`src/rtl/adder_pkg.sv`:
```
// Shared types and constants for the serial chunk adder.
package adder_pkg;

    localparam int unsigned DefaultWidth = 32;

    typedef enum logic [1:0] {
        StIdle,
        StBusy,
        StDone
    } state_e;

endpackage

```
`src/rtl/serial_chunk_adder_if.sv`:
```
// Operand/result handshake bundle: master supplies operands and consumes results.
interface serial_chunk_adder_if #(
    parameter int unsigned WIDTH = 32
) ();

    logic             in_valid;
    logic             in_ready;
    logic [WIDTH-1:0] a;
    logic [WIDTH-1:0] b;
    logic             cin;
    logic             out_valid;
    logic             out_ready;
    logic [WIDTH-1:0] sum;
    logic             cout;
    logic             overflow;

    modport master (
        output in_valid, a, b, cin, out_ready,
        input  in_ready, out_valid, sum, cout, overflow
    );

    modport slave (
        input  in_valid, a, b, cin, out_ready,
        output in_ready, out_valid, sum, cout, overflow
    );

endinterface

```
`src/rtl/chunk_adder.sv`:
```
// Combinational CHUNK-bit adder; also reports the carry into its MSB for overflow detection.
module chunk_adder #(
    parameter int unsigned CHUNK = 8
) (
    input  logic [CHUNK-1:0] a_i,
    input  logic [CHUNK-1:0] b_i,
    input  logic             cin_i,
    output logic [CHUNK-1:0] s_o,
    output logic             cout_o,
    output logic             cmsb_o
);

    logic [CHUNK:0] full;

    assign full   = {1'b0, a_i} + {1'b0, b_i} + {{CHUNK{1'b0}}, cin_i};
    assign s_o    = full[CHUNK-1:0];
    assign cout_o = full[CHUNK];
    // Sum bit = a ^ b ^ carry_in, so the carry into the MSB falls out of the XOR.
    assign cmsb_o = s_o[CHUNK-1] ^ a_i[CHUNK-1] ^ b_i[CHUNK-1];

endmodule

```
`src/rtl/serial_chunk_adder.sv`:
```
// Multi-cycle adder: latches operands, adds CHUNK bits per cycle, holds the result until taken.
module serial_chunk_adder
    import adder_pkg::*;
#(
    parameter int unsigned WIDTH = DefaultWidth,
    parameter int unsigned CHUNK = 8
) (
    input logic                 clk,
    input logic                 rst_n,
    serial_chunk_adder_if.slave bus
);

    localparam int unsigned NChunk = (CHUNK >= 1) ? WIDTH / CHUNK : 1;
    localparam int unsigned CntW   = (NChunk > 1) ? $clog2(NChunk) : 1;
    localparam logic [CntW-1:0] LastCnt = CntW'(NChunk - 1);

    if ((CHUNK < 1) || ((WIDTH % ((CHUNK < 1) ? 1 : CHUNK)) != 0)) begin : g_bad_cfg
        $error("serial_chunk_adder: WIDTH must be a non-zero multiple of CHUNK");
    end
    if ($bits(bus.sum) != WIDTH) begin : g_bad_bus
        $error("serial_chunk_adder: interface WIDTH does not match module WIDTH");
    end

    state_e            state_q, state_d;
    logic [WIDTH-1:0]  a_q, a_d, b_q, b_d, sum_q, sum_d;
    logic [CntW-1:0]   cnt_q, cnt_d;
    logic              carry_q, carry_d;
    logic              cout_q, cout_d, ovf_q, ovf_d;
    logic              in_ready_q, in_ready_d, out_valid_q, out_valid_d;

    logic [31:0]       idx;
    logic [CHUNK-1:0]  ca_s;
    logic              ca_cout, ca_cmsb;

    assign idx = 32'(cnt_q) * CHUNK;

    chunk_adder #(
        .CHUNK (CHUNK)
    ) u_chunk_adder (
        .a_i    (a_q[idx +: CHUNK]),
        .b_i    (b_q[idx +: CHUNK]),
        .cin_i  (carry_q),
        .s_o    (ca_s),
        .cout_o (ca_cout),
        .cmsb_o (ca_cmsb)
    );

    always_comb begin
        state_d     = state_q;
        a_d         = a_q;
        b_d         = b_q;
        sum_d       = sum_q;
        cnt_d       = cnt_q;
        carry_d     = carry_q;
        cout_d      = cout_q;
        ovf_d       = ovf_q;
        in_ready_d  = in_ready_q;
        out_valid_d = out_valid_q;
        unique case (state_q)
            StIdle: begin
                if (bus.in_valid) begin
                    a_d        = bus.a;
                    b_d        = bus.b;
                    carry_d    = bus.cin;
                    cnt_d      = '0;
                    in_ready_d = 1'b0;
                    state_d    = StBusy;
                end
            end
            StBusy: begin
                sum_d[idx +: CHUNK] = ca_s;
                carry_d             = ca_cout;
                cnt_d               = cnt_q + 1'b1;
                if (cnt_q == LastCnt) begin
                    cout_d      = ca_cout;
                    ovf_d       = ca_cmsb ^ ca_cout;
                    out_valid_d = 1'b1;
                    state_d     = StDone;
                end
            end
            StDone: begin
                // No accept on the handoff cycle: in_ready only rises once back in idle.
                if (bus.out_ready) begin
                    out_valid_d = 1'b0;
                    in_ready_d  = 1'b1;
                    state_d     = StIdle;
                end
            end
            default: begin
                out_valid_d = 1'b0;
                in_ready_d  = 1'b1;
                state_d     = StIdle;
            end
        endcase
    end

    always_ff @(posedge clk or negedge rst_n) begin
        if (!rst_n) begin
            state_q     <= StIdle;
            a_q         <= '0;
            b_q         <= '0;
            sum_q       <= '0;
            cnt_q       <= '0;
            carry_q     <= 1'b0;
            cout_q      <= 1'b0;
            ovf_q       <= 1'b0;
            in_ready_q  <= 1'b1;
            out_valid_q <= 1'b0;
        end else begin
            state_q     <= state_d;
            a_q         <= a_d;
            b_q         <= b_d;
            sum_q       <= sum_d;
            cnt_q       <= cnt_d;
            carry_q     <= carry_d;
            cout_q      <= cout_d;
            ovf_q       <= ovf_d;
            in_ready_q  <= in_ready_d;
            out_valid_q <= out_valid_d;
        end
    end

    assign bus.in_ready  = in_ready_q;
    assign bus.out_valid = out_valid_q;
    assign bus.sum       = sum_q;
    assign bus.cout      = cout_q;
    assign bus.overflow  = ovf_q;

endmodule
```
`src/flat_wrapper.sv`:
```
// flat-port wrapper written by rule: the top's interface ports become plain ports
module serial_chunk_adder_flat import adder_pkg::*;
#(
    parameter int unsigned WIDTH = DefaultWidth,
    parameter int unsigned CHUNK = 8
)
  (clk, rst_n, bus_in_valid, bus_a, bus_b, bus_cin, bus_out_ready, bus_in_ready, bus_out_valid, bus_sum, bus_cout, bus_overflow);
  serial_chunk_adder_if #(.WIDTH(WIDTH)) bus_i ();
  input logic clk;
  input logic rst_n;
  input wire logic [$bits(bus_i.in_valid)-1:0] bus_in_valid;
  input wire logic [$bits(bus_i.a)-1:0] bus_a;
  input wire logic [$bits(bus_i.b)-1:0] bus_b;
  input wire logic [$bits(bus_i.cin)-1:0] bus_cin;
  input wire logic [$bits(bus_i.out_ready)-1:0] bus_out_ready;
  output wire logic [$bits(bus_i.in_ready)-1:0] bus_in_ready;
  output wire logic [$bits(bus_i.out_valid)-1:0] bus_out_valid;
  output wire logic [$bits(bus_i.sum)-1:0] bus_sum;
  output wire logic [$bits(bus_i.cout)-1:0] bus_cout;
  output wire logic [$bits(bus_i.overflow)-1:0] bus_overflow;
  assign bus_i.in_valid = bus_in_valid;
  assign bus_i.a = bus_a;
  assign bus_i.b = bus_b;
  assign bus_i.cin = bus_cin;
  assign bus_i.out_ready = bus_out_ready;
  assign bus_in_ready = bus_i.in_ready;
  assign bus_out_valid = bus_i.out_valid;
  assign bus_sum = bus_i.sum;
  assign bus_cout = bus_i.cout;
  assign bus_overflow = bus_i.overflow;
  serial_chunk_adder #(.WIDTH(WIDTH), .CHUNK(CHUNK)) u_core (.clk(clk), .rst_n(rst_n), .bus(bus_i));
endmodule
```
`config.mk`:
```
export PLATFORM = sky130hd
export DESIGN_NAME = serial_chunk_adder_flat
export DESIGN_NICKNAME = d
export VERILOG_FILES = /design/src/rtl/adder_pkg.sv /design/src/rtl/serial_chunk_adder_if.sv /design/src/rtl/chunk_adder.sv /design/src/rtl/serial_chunk_adder.sv /design/src/flat_wrapper.sv
export SDC_FILE = /design/constraint.sdc
export NUM_CORES = 1
export LEC_CHECK = 0
export CAP_MARGIN = 20
export CORE_AREA = 3 3 98 100
export DETAILED_ROUTE_END_ITERATION = 7
export DIE_AREA = 0 0 101 103
export PLACE_DENSITY_LB_ADDON = 0.15
export SYNTH_ARGS = -nofsm -noshare
export SYNTH_HDL_FRONTEND = slang
export SYNTH_SLANG_ARGS = --single-unit
```
`constraint.sdc`:
```
create_clock -name clk -period 6.1 [get_ports clk]
set_clock_uncertainty 0.1 [all_clocks]
set_input_delay 0.61 -clock clk [delete_from_list [all_inputs] [get_ports clk]]
set_output_delay 0.61 -clock clk [all_outputs]
set_load 0.01 [all_outputs]
```
======== After elaboration in Yosys (flattened, before gate mapping) ========
Index checks and enable logic that the tools add are counted.
cells by class
  add/sub/neg operators ................... 4
  equal/unequal tests ..................... 6
  shift operators ......................... 4
  muxes and demuxes ....................... 15
  bitwise operators ....................... 5
  reductions and logical operators ........ 8
operators with widths
  kind                     count
  $shiftx 32x6->8          2
  $neg 5->34               1
  $shift 8x34->32 const A  1
  $shiftx 8x34->32         1
  $bwmux 32                1
  $add 8x8->9              1
  $add 9x1->9              1
  $reduce_and 3->1         3
  $mux 2                   4
  $pmux 1 s3               2
  $pmux 2 s3               1
  $reduce_and 2->1         3
  $mux 1                   5
  $eq 2x2->1 const B       2
  $ne 2x2->1 const B       2
  $pmux 2 s2               1
  $xor 1x1->1              3
  $add 2x1->2 const B      1
  $eq 2x1->1 const B       1
  $logic_not 2->1          1
  $ne 2x1->1 const B       1
  $not 1->1                2
  $pmux 1 s2               1
  $reduce_bool 2->1        1
word-level totals
  register bits ........................... 105
  bits of input ports ..................... 69

======== Depth between registers and ports, before layout ========
  depth in word-level cells ............... 6
  depth in mapped cells ................... 11
  depth with buffers taken out ............ 9

======== Cells and area by module ========
A second synthesis with hierarchy kept.
unflattened totals
  cell total of the unflattened synthesis .. 354
  area total of the unflattened synthesis .. 4914.7 µm²
modules (own cells, without submodules)
  module              instances  cells an instance  area each (µm²)  seq. area each (µm²)
  serial_chunk_adder  1          310                4538.1           2628.8
  chunk_adder         1          44                 376.6            0.0

======== Least setup slack after synthesis ========
OpenSTA, ideal clock, no wires.
  path kind ............................... reg2reg
  start point ............................. reg u_core.cnt_q[0]
  end point ............................... reg u_core.ovf_q (netlist: u_core.bus.overflow)
  arrival time ............................ 3.114 ns
  data required time ...................... 5.877 ns
  slack ................................... 2.763 ns
  stages on the path, launching flop included .. 12
  path through ............................ dfrtp_1 -> buf_6 -> buf_2 -> mux4_2 -> fa_1 -> fa_1 -> a21o_1 -> a22oi_1 -> o2bb2ai_1 -> xnor2_1 -> xnor2_1 -> o21ai_1
on the way
  longest elaborated chain between the ends .. 6
RTL lines
  item                                       RTL line                                            RTL
  start: declaration                         serial_chunk_adder.sv:26                            logic [CntW-1:0] cnt_q, cnt_d;
  start signal: assignment                   serial_chunk_adder.sv:114                           cnt_q <= cnt_d;
  $shiftx 32x6->8, on equally long branches  serial_chunk_adder.sv:40, serial_chunk_adder.sv:41
  $add 8x8->9                                chunk_adder.sv:15                                   assign full = {1'b0, a_i} + {1'b0, b_i} + {{CHUNK{1'b0}}, cin_i};
  $add 9x1->9                                chunk_adder.sv:15
  $xor 1x1->1 (2 in series)                  chunk_adder.sv:19                                   assign cmsb_o = s_o[CHUNK-1] ^ a_i[CHUNK-1] ^ b_i[CHUNK-1];
  $xor 1x1->1                                serial_chunk_adder.sv:76                            ovf_d = ca_cmsb ^ ca_cout;
  end signal: assignment                     serial_chunk_adder.sv:117                           ovf_q <= ovf_d;
  end: declaration                           serial_chunk_adder.sv:28                            logic cout_q, cout_d, ovf_q, ovf_d;
Parallel ways exist; a longest one is shown, timed or not.
A chain may end at the register's enable or synchronous reset.

======== Final worst setup path ========
Same ends and word-level chain as after synthesis.

==> results by group <==
Status
  • Status: completed

STA
  • Top achievable clock speed: 274 MHz
  • Post-route minimum period: 3650 ps
  • Worst Tran Pin Value: 825 ps
  • Hold Vio Cnt, Final: 0
  • Final setup vio count: 0
  • Slew margin rel.: 0.450
  • Period utilisation layout: 0.599
  • Setup TNS: 0 ps
  • RSZ-0062 raised after global routing: no
  • Slew Viols, Final: 0

Floorplan
  • Die area: 10,400 µm²
  • IO Pins: 105
  • Core Area: 8760 µm²
  • FP Rows: 34
  • Starting Density: 0.544
  • Die extent in y: 103 µm
  • Die X: 101 µm

Drt
  • DRT Pass-1 Iters: 4
  • Vias post-DR: 3,046
  • WL final: 9760 µm
  • Routed Antenna Nets: 0
  • # DRC: 0
  • Iteration-0 DRC Markers: 68
  • Wirelength per Cell: 18.3 µm
  • Post-DR vias/cell: 5.71

Worst setup path
  • Capture point of the critical path: u_core.bus.overflow
  • Worst flop-to-flop path startpoint: u_core.cnt_q[0]
  • CP Depth: 10
  • Crit path launch type: register
  • Worst EP required: 6250 ps
  • Cell Chain, Critical Path: buf_4, mux4_2, fa_1, fa_1, a21o_1, a22oi_1, o2bb2ai_1, xnor2_1, xnor2_1, o21ai_1
  • WP buf/inv: 1
  • Critical path class: register to register
  • Slowest stage cell, crit path: dfrtp_1
  • Worst path max stage delay: 610 ps
  • Critical Path Start: u_core.cnt_q[0]
  • Worst reg2reg endpoint: u_core.bus.overflow
  • CP Capture Type: register
  • Critical path arrival: 3800 ps
  • Top Family by Delay on Critical Path: adder cells
  • Reg2Reg Depth: 10
  • Flop-to-flop setup slack: 2450 ps
  • Worst Path Max Fanout: 14

Synthesis
  • Synthesized area per cell: 15.2 µm²
  • Post-synth net total: 398
  • Yosys reg bits: 105
  • Post-synth top area cell: dfrtp_1
  • Synth top area share: 0.546
  • Dominant cells by area after synthesis: dfrtp_1 (55%), mux2_2 (10%), mux4_2 (6.1%)
  • Sequential fraction of the synthesis area: 0.551
  • Syn Inst Count: 314
  • Cell area after synthesis: 4770 µm²
  • Syn. warnings: 0
  • Netlist cell types: 41

CTS
  • Postcts setup bufs: 0
  • H-tree depth: 3
  • Clk root buf: clkbuf_8
  • CTS Hold Bufs: 0
  • Worst-path clk slew: 100 ps
  • CTS resizes: 0
  • Max Buffers Root-to-Sink: 2
  • Num Clock Sinks: 105
  • Number of buffers created by CTS: 9
  • CTS tree: yes
  • Worst skew pair latency: 360 ps

Min path
  • Hold WC Path Type: input port to async pin

Pwr
  • Leakage: 0.00257 µW
  • Power Density: 628 nW/µm²
  • Worst VDD drop: 0.000301 V

Global route
  • Largest net degree at the start of global routing: 65
  • Initial antenna violation count: 0
  • Global route overflow: 0
  • Vias in the first global route: 3,165
  • First-pass GRT wire length: 16,200 µm
  • All-Layer GR Usage: 0.200

Placement
  • Routability cong.: 0.785
  • Final HPWL DP: 7100 µm
  • # port buffers: 104

Cells and area
  • Final Util: 0.697
  • Antenna diodes: 0
  • Area delta synth->final: 28.2%
  • Fraction of layout cells with a size suffix above 1: 0.200
  • # nets final: 504
  • Fill count: 630

Flow run
  • MaxCap Viol Count: 0
-- sequential cells by signal (all words and copies together), names as in the netlist --
| name | cells |
|---|---|
| u_core.a_q | 32 |
| u_core.b_q | 32 |
| u_core.bus.sum | 32 |
| u_core.cnt_q | 2 |
| u_core.state_q | 2 |
| u_core.bus.cout | 1 |
| u_core.bus.in_ready | 1 |
| u_core.bus.out_valid | 1 |
| u_core.bus.overflow | 1 |
| u_core.carry_q | 1 |
-- routing by layer --
| layer | track usage | vias to the layer above | wire length, µm |
|---|---|---|---|
| met2 | 0.319 | 87 | 4650 |
| li1 | - | 1395 | - |
| met4 | 0.0675 | 0 | 153 |
| met5 | 0 | - | 0 |
| met1 | 0.283 | 1549 | 4490 |
| met3 | 0.0311 | 15 | 463 |
-- per-stage QoR --
stage	setup slack [ps]	power, µW	hold WS (ps)	cells	cell area [µm²]
floorplan	2760	2800	214	314	4770
global placement	2470	3350	362	517	5910
detailed placement	2420	3430	374	517	5910
CTS	2410	3870	167	533	6110
global route	2170	4140	184	533	6110
finish	2450	3840	149	533	6110
-- placed cells by master, fill, tap and decap left out, types with 6 or more instances in the layout --
cell type	n
clkdlybuf4s50_1	103
mux2_1	21
a22o_1	32
ha_1	13
nor2_1	7
dfrtp_1	104
nand2_1	11
clkbuf_8	10
mux2_2	44
mux4_2	13
xnor2_1	6
-- report_power, final --
group	total, µW	leakage (µW)	internal, µW	switching, µW
sequential	1230	0.00130	1020	216
clock	441	0.0000949	202	240
combinational	2170	0.00118	1080	1090
total	3840	0.00257	2300	1540
-- cell type report --
| class | count | area, µm² | area share |
|---|---|---|---|
| clock buffers | 10 | 138 | 0.0225 |
| clock inverters | 6 | 66.3 | 0.0108 |
| inverters | 5 | 18.8 | 0.00307 |
| multi-input cells | 192 | 2060 | 0.338 |
| flip-flops and latches | 105 | 2630 | 0.430 |
| well taps | 108 | 135 | 0.0221 |
| repair buffers | 107 | 1060 | 0.174 |
-- Yosys cell counts, drive strengths merged --
cell,n
o22ai,1
o311ai,1
mux2i,1
dfstp,1
a21oi,4
nor3,1
buf,11
o31ai,1
ha,13
o22a,2
o21a,1
dfrtp,104
inv,5
a22oi,1
a21o,2
nor4,1
nor4b,3
clkbuf,1
a22o,32
nand4b,1
nand2,12
and3,1
mux2,65
a31oi,1
nor2,8
xnor2,6
fa,2
nor2b,5
a311oi,1
mux4,16
xor2,2
o2bb2ai,1
nor3b,1
o21ai,5
nand3,1
-- logic make-up after synthesis --
family | Yosys count | share of synthesized area
AOI/OAI and AO/OA | 53 | 0.0916
muxes | 82 | 0.234
buffers and inverters | 17 | 0.0173
adders and majority gates | 15 | 0.0425
xor gates and xnor gates | 8 | 0.0147
and+or+nand+nor | 34 | 0.0491
DFF | 105 | 0.551
-- worst min-delay path by stage --
stage | cells after the start | endpoint | startpoint | slack (ps)
after global routing | 1 | u_core.bus.sum[24] | rst_n | 180
after global placement | 1 | u_core.b_q[29] | u_core.b_q[29] | 360
after floorplan | 0 | u_core.a_q[0] | rst_n | 210
after CTS | 1 | u_core.bus.sum[24] | rst_n | 170
final | 1 | u_core.bus.sum[24] | rst_n | 150
after detailed placement | 1 | u_core.a_q[1] | u_core.a_q[1] | 370
-- worst reg2reg max path: cells and delay by family, from the launching register on --
family	cells	cell delay (ps)
compound gates	4	700
mux	1	570
xor+xnor	2	320
buf+inv	1	370
flops	1	610
fa+ha+maj	2	890
Note: power is estimated with default switching activity, not from simulation.
